File: config.mk
export PLATFORM = sky130hd
export DESIGN_NAME = irq_trap_ctrl
export DESIGN_NICKNAME = d
export VERILOG_FILES = /design/src/rtl/irq_trap_ctrl.sv
export SDC_FILE = /design/constraint.sdc
export NUM_CORES = 1
export LEC_CHECK = 0
export ABC_AREA = 1
export ABC_CLOCK_PERIOD_IN_PS = 4600
export CORE_AREA = 3 3 114 116
export DETAILED_ROUTE_END_ITERATION = 12
export DIE_AREA = 0 0 117 119
export DONT_BUFFER_PORTS = 1
export PLACE_DENSITY_LB_ADDON = 0.1
export SYNTH_ARGS = -nofsm -noshare
export SYNTH_HDL_FRONTEND = slang
export SYNTH_SLANG_ARGS = --single-unit
File: constraint.sdc
create_clock -name clk -period 4.6 [get_ports clk]
set_input_delay 0.46 -clock clk [delete_from_list [all_inputs] [get_ports clk]]
set_output_delay 0.46 -clock clk [all_outputs]
set_load 0.01 [all_outputs]
File: src/rtl/irq_trap_ctrl.sv
// Machine-mode interrupt/trap sequencer: picks ecall, mret or the lowest eligible
// interrupt, writes mepc/mstatus/mcause over consecutive cycles and redirects fetch.
module irq_trap_ctrl #(
  parameter int              N_IRQ      = 8,
  parameter logic [N_IRQ-1:0] EDGE_MASK = '0,
  parameter int              CAUSE_BASE = 16
) (
  input  logic             clk,
  input  logic             clr,
  input  logic [N_IRQ-1:0] irq_pins,
  input  logic             ecall_MEM,
  input  logic             mret_MEM,
  input  logic [31:0]      instr_addr_MEM,
  input  logic             branch_MEM,
  input  logic [31:0]      branch_addr_MEM,
  input  logic [31:0]      mtvec,
  input  logic [31:0]      mepc,
  input  logic [31:0]      mstatus,
  input  logic [31:0]      mie,
  output logic             set_pl_pause,
  output logic             csr_we,
  output logic [11:0]      csr_waddr,
  output logic [31:0]      csr_wdata,
  output logic             int_flag,
  output logic [31:0]      int_addr,
  output logic [N_IRQ-1:0] irq_ack
);

  localparam logic [2:0] S_IDLE    = 3'd0;
  localparam logic [2:0] S_MEPC    = 3'd1;
  localparam logic [2:0] S_MSTATUS = 3'd2;
  localparam logic [2:0] S_MCAUSE  = 3'd3;
  localparam logic [2:0] S_MRET    = 3'd4;

  logic [2:0]       r_state;
  logic [31:0]      r_epc;
  logic [31:0]      r_cause;
  logic [N_IRQ-1:0] r_pinSample;
  logic [N_IRQ-1:0] r_edgePend;

  logic [N_IRQ-1:0] w_pending;
  logic [N_IRQ-1:0] w_eligible;
  logic [N_IRQ-1:0] w_winOneHot;
  logic [4:0]       w_winIdx;
  logic [30:0]      w_winCode;
  logic             w_idle;
  logic             w_asyncReq;
  logic             w_takeEcall;
  logic             w_takeMret;
  logic             w_takeAsync;
  logic [31:0]      w_trapBase;
  logic             w_unused;

  assign w_pending   = (r_edgePend & EDGE_MASK) | (irq_pins & ~EDGE_MASK);
  assign w_eligible  = w_pending & mie[N_IRQ-1:0];
  // Two's-complement trick isolates the lowest set bit, which is the winner.
  assign w_winOneHot = w_eligible & (~w_eligible + N_IRQ'(1));
  assign w_asyncReq  = (|w_eligible) & mstatus[3];
  assign w_idle      = (r_state == S_IDLE);
  assign w_takeEcall = w_idle & ecall_MEM;
  assign w_takeMret  = w_idle & ~ecall_MEM & mret_MEM;
  assign w_takeAsync = w_idle & ~ecall_MEM & ~mret_MEM & w_asyncReq;
  assign w_winCode   = 31'(CAUSE_BASE) + 31'(w_winIdx);
  assign w_trapBase  = {mtvec[31:2], 2'b00};
  assign w_unused    = &{1'b0, mie[31:N_IRQ]};

  assign set_pl_pause = ~w_idle | ecall_MEM | mret_MEM | w_asyncReq;
  assign irq_ack      = w_takeAsync ? w_winOneHot : '0;

  always_comb begin
    w_winIdx = '0;
    for (int i = N_IRQ - 1; i >= 0; i--) begin
      if (w_eligible[i]) w_winIdx = 5'(i);
    end
  end

  always_ff @(posedge clk) begin
    if (clr) begin
      r_state     <= S_IDLE;
      r_epc       <= '0;
      r_cause     <= '0;
      r_edgePend  <= '0;
      r_pinSample <= irq_pins;
    end else begin
      r_pinSample <= irq_pins;
      // A new rising edge in the ack cycle wins over the clear.
      r_edgePend  <= ((r_edgePend & ~irq_ack) | (irq_pins & ~r_pinSample)) & EDGE_MASK;
      case (r_state)
        S_IDLE: begin
          if (w_takeEcall) begin
            r_state <= S_MEPC;
            r_epc   <= branch_MEM ? (branch_addr_MEM - 32'd4) : instr_addr_MEM;
            r_cause <= 32'h0000_000B;
          end else if (w_takeMret) begin
            r_state <= S_MRET;
          end else if (w_takeAsync) begin
            r_state <= S_MEPC;
            r_epc   <= branch_MEM ? branch_addr_MEM : instr_addr_MEM;
            r_cause <= {1'b1, w_winCode};
          end
        end
        S_MEPC:    r_state <= S_MSTATUS;
        S_MSTATUS: r_state <= S_MCAUSE;
        S_MCAUSE:  r_state <= S_IDLE;
        S_MRET:    r_state <= S_IDLE;
        default:   r_state <= S_IDLE;
      endcase
    end
  end

  always_comb begin
    csr_we    = 1'b0;
    csr_waddr = 12'h000;
    csr_wdata = 32'h0;
    int_flag  = 1'b0;
    int_addr  = 32'h0;
    case (r_state)
      S_MEPC: begin
        csr_we    = 1'b1;
        csr_waddr = 12'h341;
        csr_wdata = r_epc;
      end
      S_MSTATUS: begin
        csr_we       = 1'b1;
        csr_waddr    = 12'h300;
        csr_wdata    = mstatus;
        csr_wdata[7] = mstatus[3];
        csr_wdata[3] = 1'b0;
      end
      S_MCAUSE: begin
        csr_we    = 1'b1;
        csr_waddr = 12'h342;
        csr_wdata = r_cause;
        int_flag  = 1'b1;
        // Vectored mode only applies to interrupts; cause*4 is the table offset.
        if (mtvec[1:0] == 2'b01 && r_cause[31])
          int_addr = w_trapBase + {r_cause[29:0], 2'b00};
        else
          int_addr = w_trapBase;
      end
      S_MRET: begin
        csr_we       = 1'b1;
        csr_waddr    = 12'h300;
        csr_wdata    = mstatus;
        csr_wdata[3] = mstatus[7];
        csr_wdata[7] = 1'b1;
        int_flag     = 1'b1;
        int_addr     = mepc;
      end
      default: ;
    endcase
  end

endmodule

# --- Word-level counts from Yosys, hierarchy flattened ---
# Index checks and enable logic that the tools add are counted.
totals:
  register_bits: 67
  input_bits: 205
  elab_cells: 64
op_classes:
  n_eq_ne: 7
  n_reduce_logical: 8
  n_mux: 27
  n_bitwise: 15
  addsub: 4
ops:
  columns: ["operator", "count"]
  rows:
  - ["$mux W32", 9]
  - ["$pmux W32 S4", 1]
  - ["$pmux W32 S2", 1]
  - ["$add A32 B32 Y32", 1]
  - ["$sub A32 B3 Y32 const B", 1]
  - ["$mux W3", 10]
  - ["$pmux W10 S3", 1]
  - ["$and A8 B8 Y8", 2]
  - ["$pmux W3 S3", 1]
  - ["$add A8 B1 Y8 const B", 1]
  - ["$mux W8", 1]
  - ["$not A8 Y8", 1]
  - ["$reduce_or A8 Y1", 1]
  - ["$add A5 B5 Y6 const A", 1]
  - ["$and A1 B1 Y1", 6]
  - ["$eq A3 B2 Y1 const B", 2]
  - ["$mux W5", 1]
  - ["$ne A4 B1 Y1 const B", 1]
  - ["$reduce_or A2 Y1", 2]
  - ["$reduce_or A4 Y1", 1]
  - ["$eq A3 B1 Y1 const B", 1]
  - ["$eq A3 B3 Y1 const B", 1]
  - ["$logic_not A3 Y1", 1]
  - ["$not A1 Y1", 3]
  - ["other kinds (7)", 10]

# --- Longest topological paths before layout ---
depth:
  word_depth: 13
  ltp_mapped: 13

# --- Least setup slack after synthesis ---
# Ideal clock, no wire load.
synth_timing:
  path_kind: "in2out"
  start: "input mtvec[2]"
  end: "output int_addr[12]"
  t_required_ps: 4140
  setup_slack_ps: 2288
  path_stages: 9
  t_arrival_ps: 1852
  path_cell_list: "ha_1 > fa_1 > nand2_1 > nand2_1 > nand3_1 > nand2_1 > nand3_4 > nor2_1 > o21ai_0"
synth_via:
  elab_chain_cells: 3
synth_rtl:
  columns: ["item", "line", "text"]
  rows:
  - ["start: declaration", "16", "input logic [31:0] mtvec,"]
  - ["$add A32 B32 Y32", "137", "int_addr = w_trapBase + {r_cause[29:0], 2'b00};"]
  - ["$mux W32", "136", "if (mtvec[1:0] == 2'b01 && r_cause[31])"]
  - ["$pmux W32 S2", "117", "case (r_state)"]
  - ["end: declaration", "25", "output logic [31:0] int_addr,"]
# No other way between the ends.

# --- Final worst setup path ---
layout_timing:
  start: "register r_state[0]"
  end: "output int_addr[16]"
layout_via:
  elab_chain_cells: 2
layout_rtl:
  columns: ["item", "line", "text"]
  rows:
  - ["start: declaration", "35", "logic [2:0] r_state;"]
  - ["start signal: assignment", "79", "r_state <= S_IDLE;"]
  - ["start signal: assignment", "91", "r_state <= S_MEPC;"]
  - ["start signal: assignment", "95", "r_state <= S_MRET;"]
  - ["$eq A3 B3 Y1 or $eq A3 B2 Y1 (tied branches)", "117", null]
  - ["$pmux W32 S2 *", "117", null]
# Every way passes the cells marked *; elsewhere a longest branch is shown, timed or not.

==> metrics.txt <==
status=complete, no violations; Yosys reg bits=40; CTS tree=built; cts repair resizes=0; clock slew at reported path FFs=approximately 0.07 ns; power per cell area=between 300 and 400 nW/µm²; Async S/R FF share, synth=0%; dpl hpwl=approximately 13 mm; f_max=approximately 320 MHz; Root Buffer=clkbuf_16; vias=between 5000 and 6000; period utilisation layout=67.3%; Critical Path Fanout Max=27; share of cells above drive strength 1=between 3 and 4%; Die Span X=117 µm; routed vias/inst=5.48; switching pwr=between 600 and 700 µW; DR iter-0 viols=about 370; GP Congestion=between 0.9 and 1; synthesized instance count=between 800 and 900; maximum VDD drop=between 0.15 and 0.2 mV; Die Footprint=around 14000 µm²; crit end category=primary output; vias in the first global route=about 5000; dpl cell area=4720 µm²; Netlist cell types=43; ANT cells=0; Top Ports=roughly 290; post-synthesis compound-gate area fraction=~20%; Slew Limit Fails=0; measured slew at the worst slew-check pin=1.09 ns; largest family of logic cells by synthesized area=simple AND/OR/NAND/NOR gates; pin count of the biggest net entering global routing=61; Fin. Hold Viols=0; Post-Syn Area=between 4000 and 5000 µm²; cell area after layout=between 4000 and 5000 µm²; H-tree Lvls=2; sw frac=between 40% and 50%; Setup Fix Bufs, Post-CTS=0; final worst setup slack=1.50 ns; ys flop type=dfxtp_1; leakage power total=2.30 nW; DRT Pass-1 Iters=5; part of the power in the clock network=between 20% and 30%; Fin Setup TNS=0 ns; Final setup viols=0; routed len/inst=17.1 µm; RSZ-0062 raised after global routing=no; Finished Layout Cells=around 970; Pint=between 800 and 900 µW; Num CTS Buffers=5; Post-Synth Adder-Cell Area=~2.0%; Setup crit start=r_state[0]; Relative slew margins=26.9%; fill cell total of the finished layout=between 1000 and 1500; Critical Path AT=about 2.6 ns; Max-Cap Viols=0; power share of the sequential group=a little under a third; Total Power=1.54 mW; Critical Path Start Type=register; clock skew=between 0.006 and 0.007 ns; IO Port Bufs=0; Post-Route WL=16.6 mm; DP Worst Slack=about 1.8 ns; Yosys top cell by area=nand2_1; Required @ worst endpoint=4.14 ns; P&R area growth vs syn=3.33%; Setup CP Type=reg2out; synth top area cells=nand2_1 (22%), dfxtp_1 (17%), nor2_1 (7.9%), nand3_1 (7.1%), o21ai_0 (7.0%); initial antenna violation count=0; Yosys warnings=0; worst skew pair latency=0.29 ns; GRT Total Usage=a little under a quarter; EDFF count, synth=0; Max Buffers Root-to-Sink=2; Final min period=a little over 3 ns; share of the synthesized area in the top cell type=22.3%; CTS Sinks=40; xor/xnor cell area share of the yosys netlist=less than 1%; mux share of post-synthesis cell area=under 10%; Synth Area in Simple Gates=a little under half; sequential area share after synthesis=between 10% and 20%; Syn Area/Cell=~5.6 µm²; combinational share of power=42.2%; HP Class=in2reg; core area=roughly 12000 µm²; Rows=40; CTS Hold Buffers Added=0; Initial Utilization=39.4%; Min-Delay Startpoint=clr; drt drc=0; fin nets=around 1000; first-pass GRT wire length=25.6 mm; die height=around 120 µm; antenna viol nets, final=0; FF-to-FF Start=r_state[0]; grt total ovfl=0; dpl cells=just under 1000
==> final timing paths <==
kind | endpoint | slack, ns | cells after the start
setup / recovery | int_addr[16] | 1.50 | 6
setup reg to reg | r_epc[13] | 2.76 | 6
hold reg to reg | r_epc[15] | 0.46 | 2
hold / removal | r_epc[15] | 0.23 | 1
==> power by group through the flow <==
stage	sequential (mW)	combinational [mW]	clock (mW)
final	0.476	0.652	0.415
after global routing	0.485	0.738	0.442
after CTS	0.476	0.661	0.425
after detailed placement	0.483	0.659	0
after global placement	0.482	0.650	0
after floorplan	0.462	0.585	0
==> per-layer routing <==
layer  GRT usage, %  vias up  share of wire, %
met5              0        -                 0
met4           6.16        0               1.7
met3           5.08       18               8.5
met2           38.9      224                48
met1           29.3     2352                42
li1               -     2719                 -
==> through the flow <==
stage	utilization [%]	hold WS, ns
after global placement	39.3	0.449
after CTS	40.7	0.223
after detailed placement	39.3	0.455
after global routing	40.7	0.216
after floorplan	-	0.444
final	40.7	0.227
==> logic make-up (layout without fill, tap and decap cells) <==
family	Yosys count	after routing
XOR/XNOR	3	3
flip-flops	40	40
AND/OR/NAND/NOR	496	496
AO/OA/AOI/OAI	160	160
adder cells (fa/ha/maj)	7	7
other	1	7
multiplexers	10	10
buffers and inverters	125	99
==> cell usage after synthesis, drive strengths merged, types with 3 or more instances <==
master / instances
nand2: 282
nor2: 104
inv: 88
nand3: 74
o21ai: 73
dfxtp: 40
a21oi: 39
buf: 27
a22o: 25
nand4: 15
nor3: 14
mux2i: 10
clkbuf: 9
ha: 6
o21bai: 6
o211ai: 5
a211oi: 3
a31oi: 3
o211a: 3
xor2: 3
==> cell type report <==
class	count	area, µm²	area share, %
flip-flops and latches	40	801	16.4
clock inverters	3	47.5	0.972
multi-input cells	683	3380	69.2
well taps	147	184	3.76
inverters	89	334	6.83
repair buffers	2	15.0	0.307
clock buffers	5	125	2.56
==> flip-flops by register name, summed over array words and instances (netlist names) <==
signal   count
r_state      3
r_cause      5
r_epc       32
==> critical path: stages (launching register included) <==
cell and delay [ns]:
dfxtp_1 0.40, inv_1 0.11, nor3_4 0.88, inv_1 0.47, a31oi_1 0.29, nand2_1 0.08, nand2_1 0.12
==> placed cells by master, fill, tap and decap left out, drive strengths merged <==
cell type	synthesis	routed
a31oi	3	3
bufinv	0	1
or2	1	1
ha	6	6
nand3	74	74
inv	88	88
nand2	282	282
fa	1	1
o21a	2	2
o211a	3	3
a22o	25	25
nor3	14	14
and3	2	2
buf	27	2
a21oi	39	39
clkbuf	9	5
and2	1	1
a221o	1	1
nor3b	1	1
nor2	104	104
dfxtp	40	40
o21bai	6	6
o21ai	73	73
nor4	2	2
o211ai	5	5
clkinv	1	3
conb	1	7
mux2i	10	10
xor2	3	3
nand4	15	15
a211oi	3	3
Note: power is estimated with default switching activity, not from simulation.
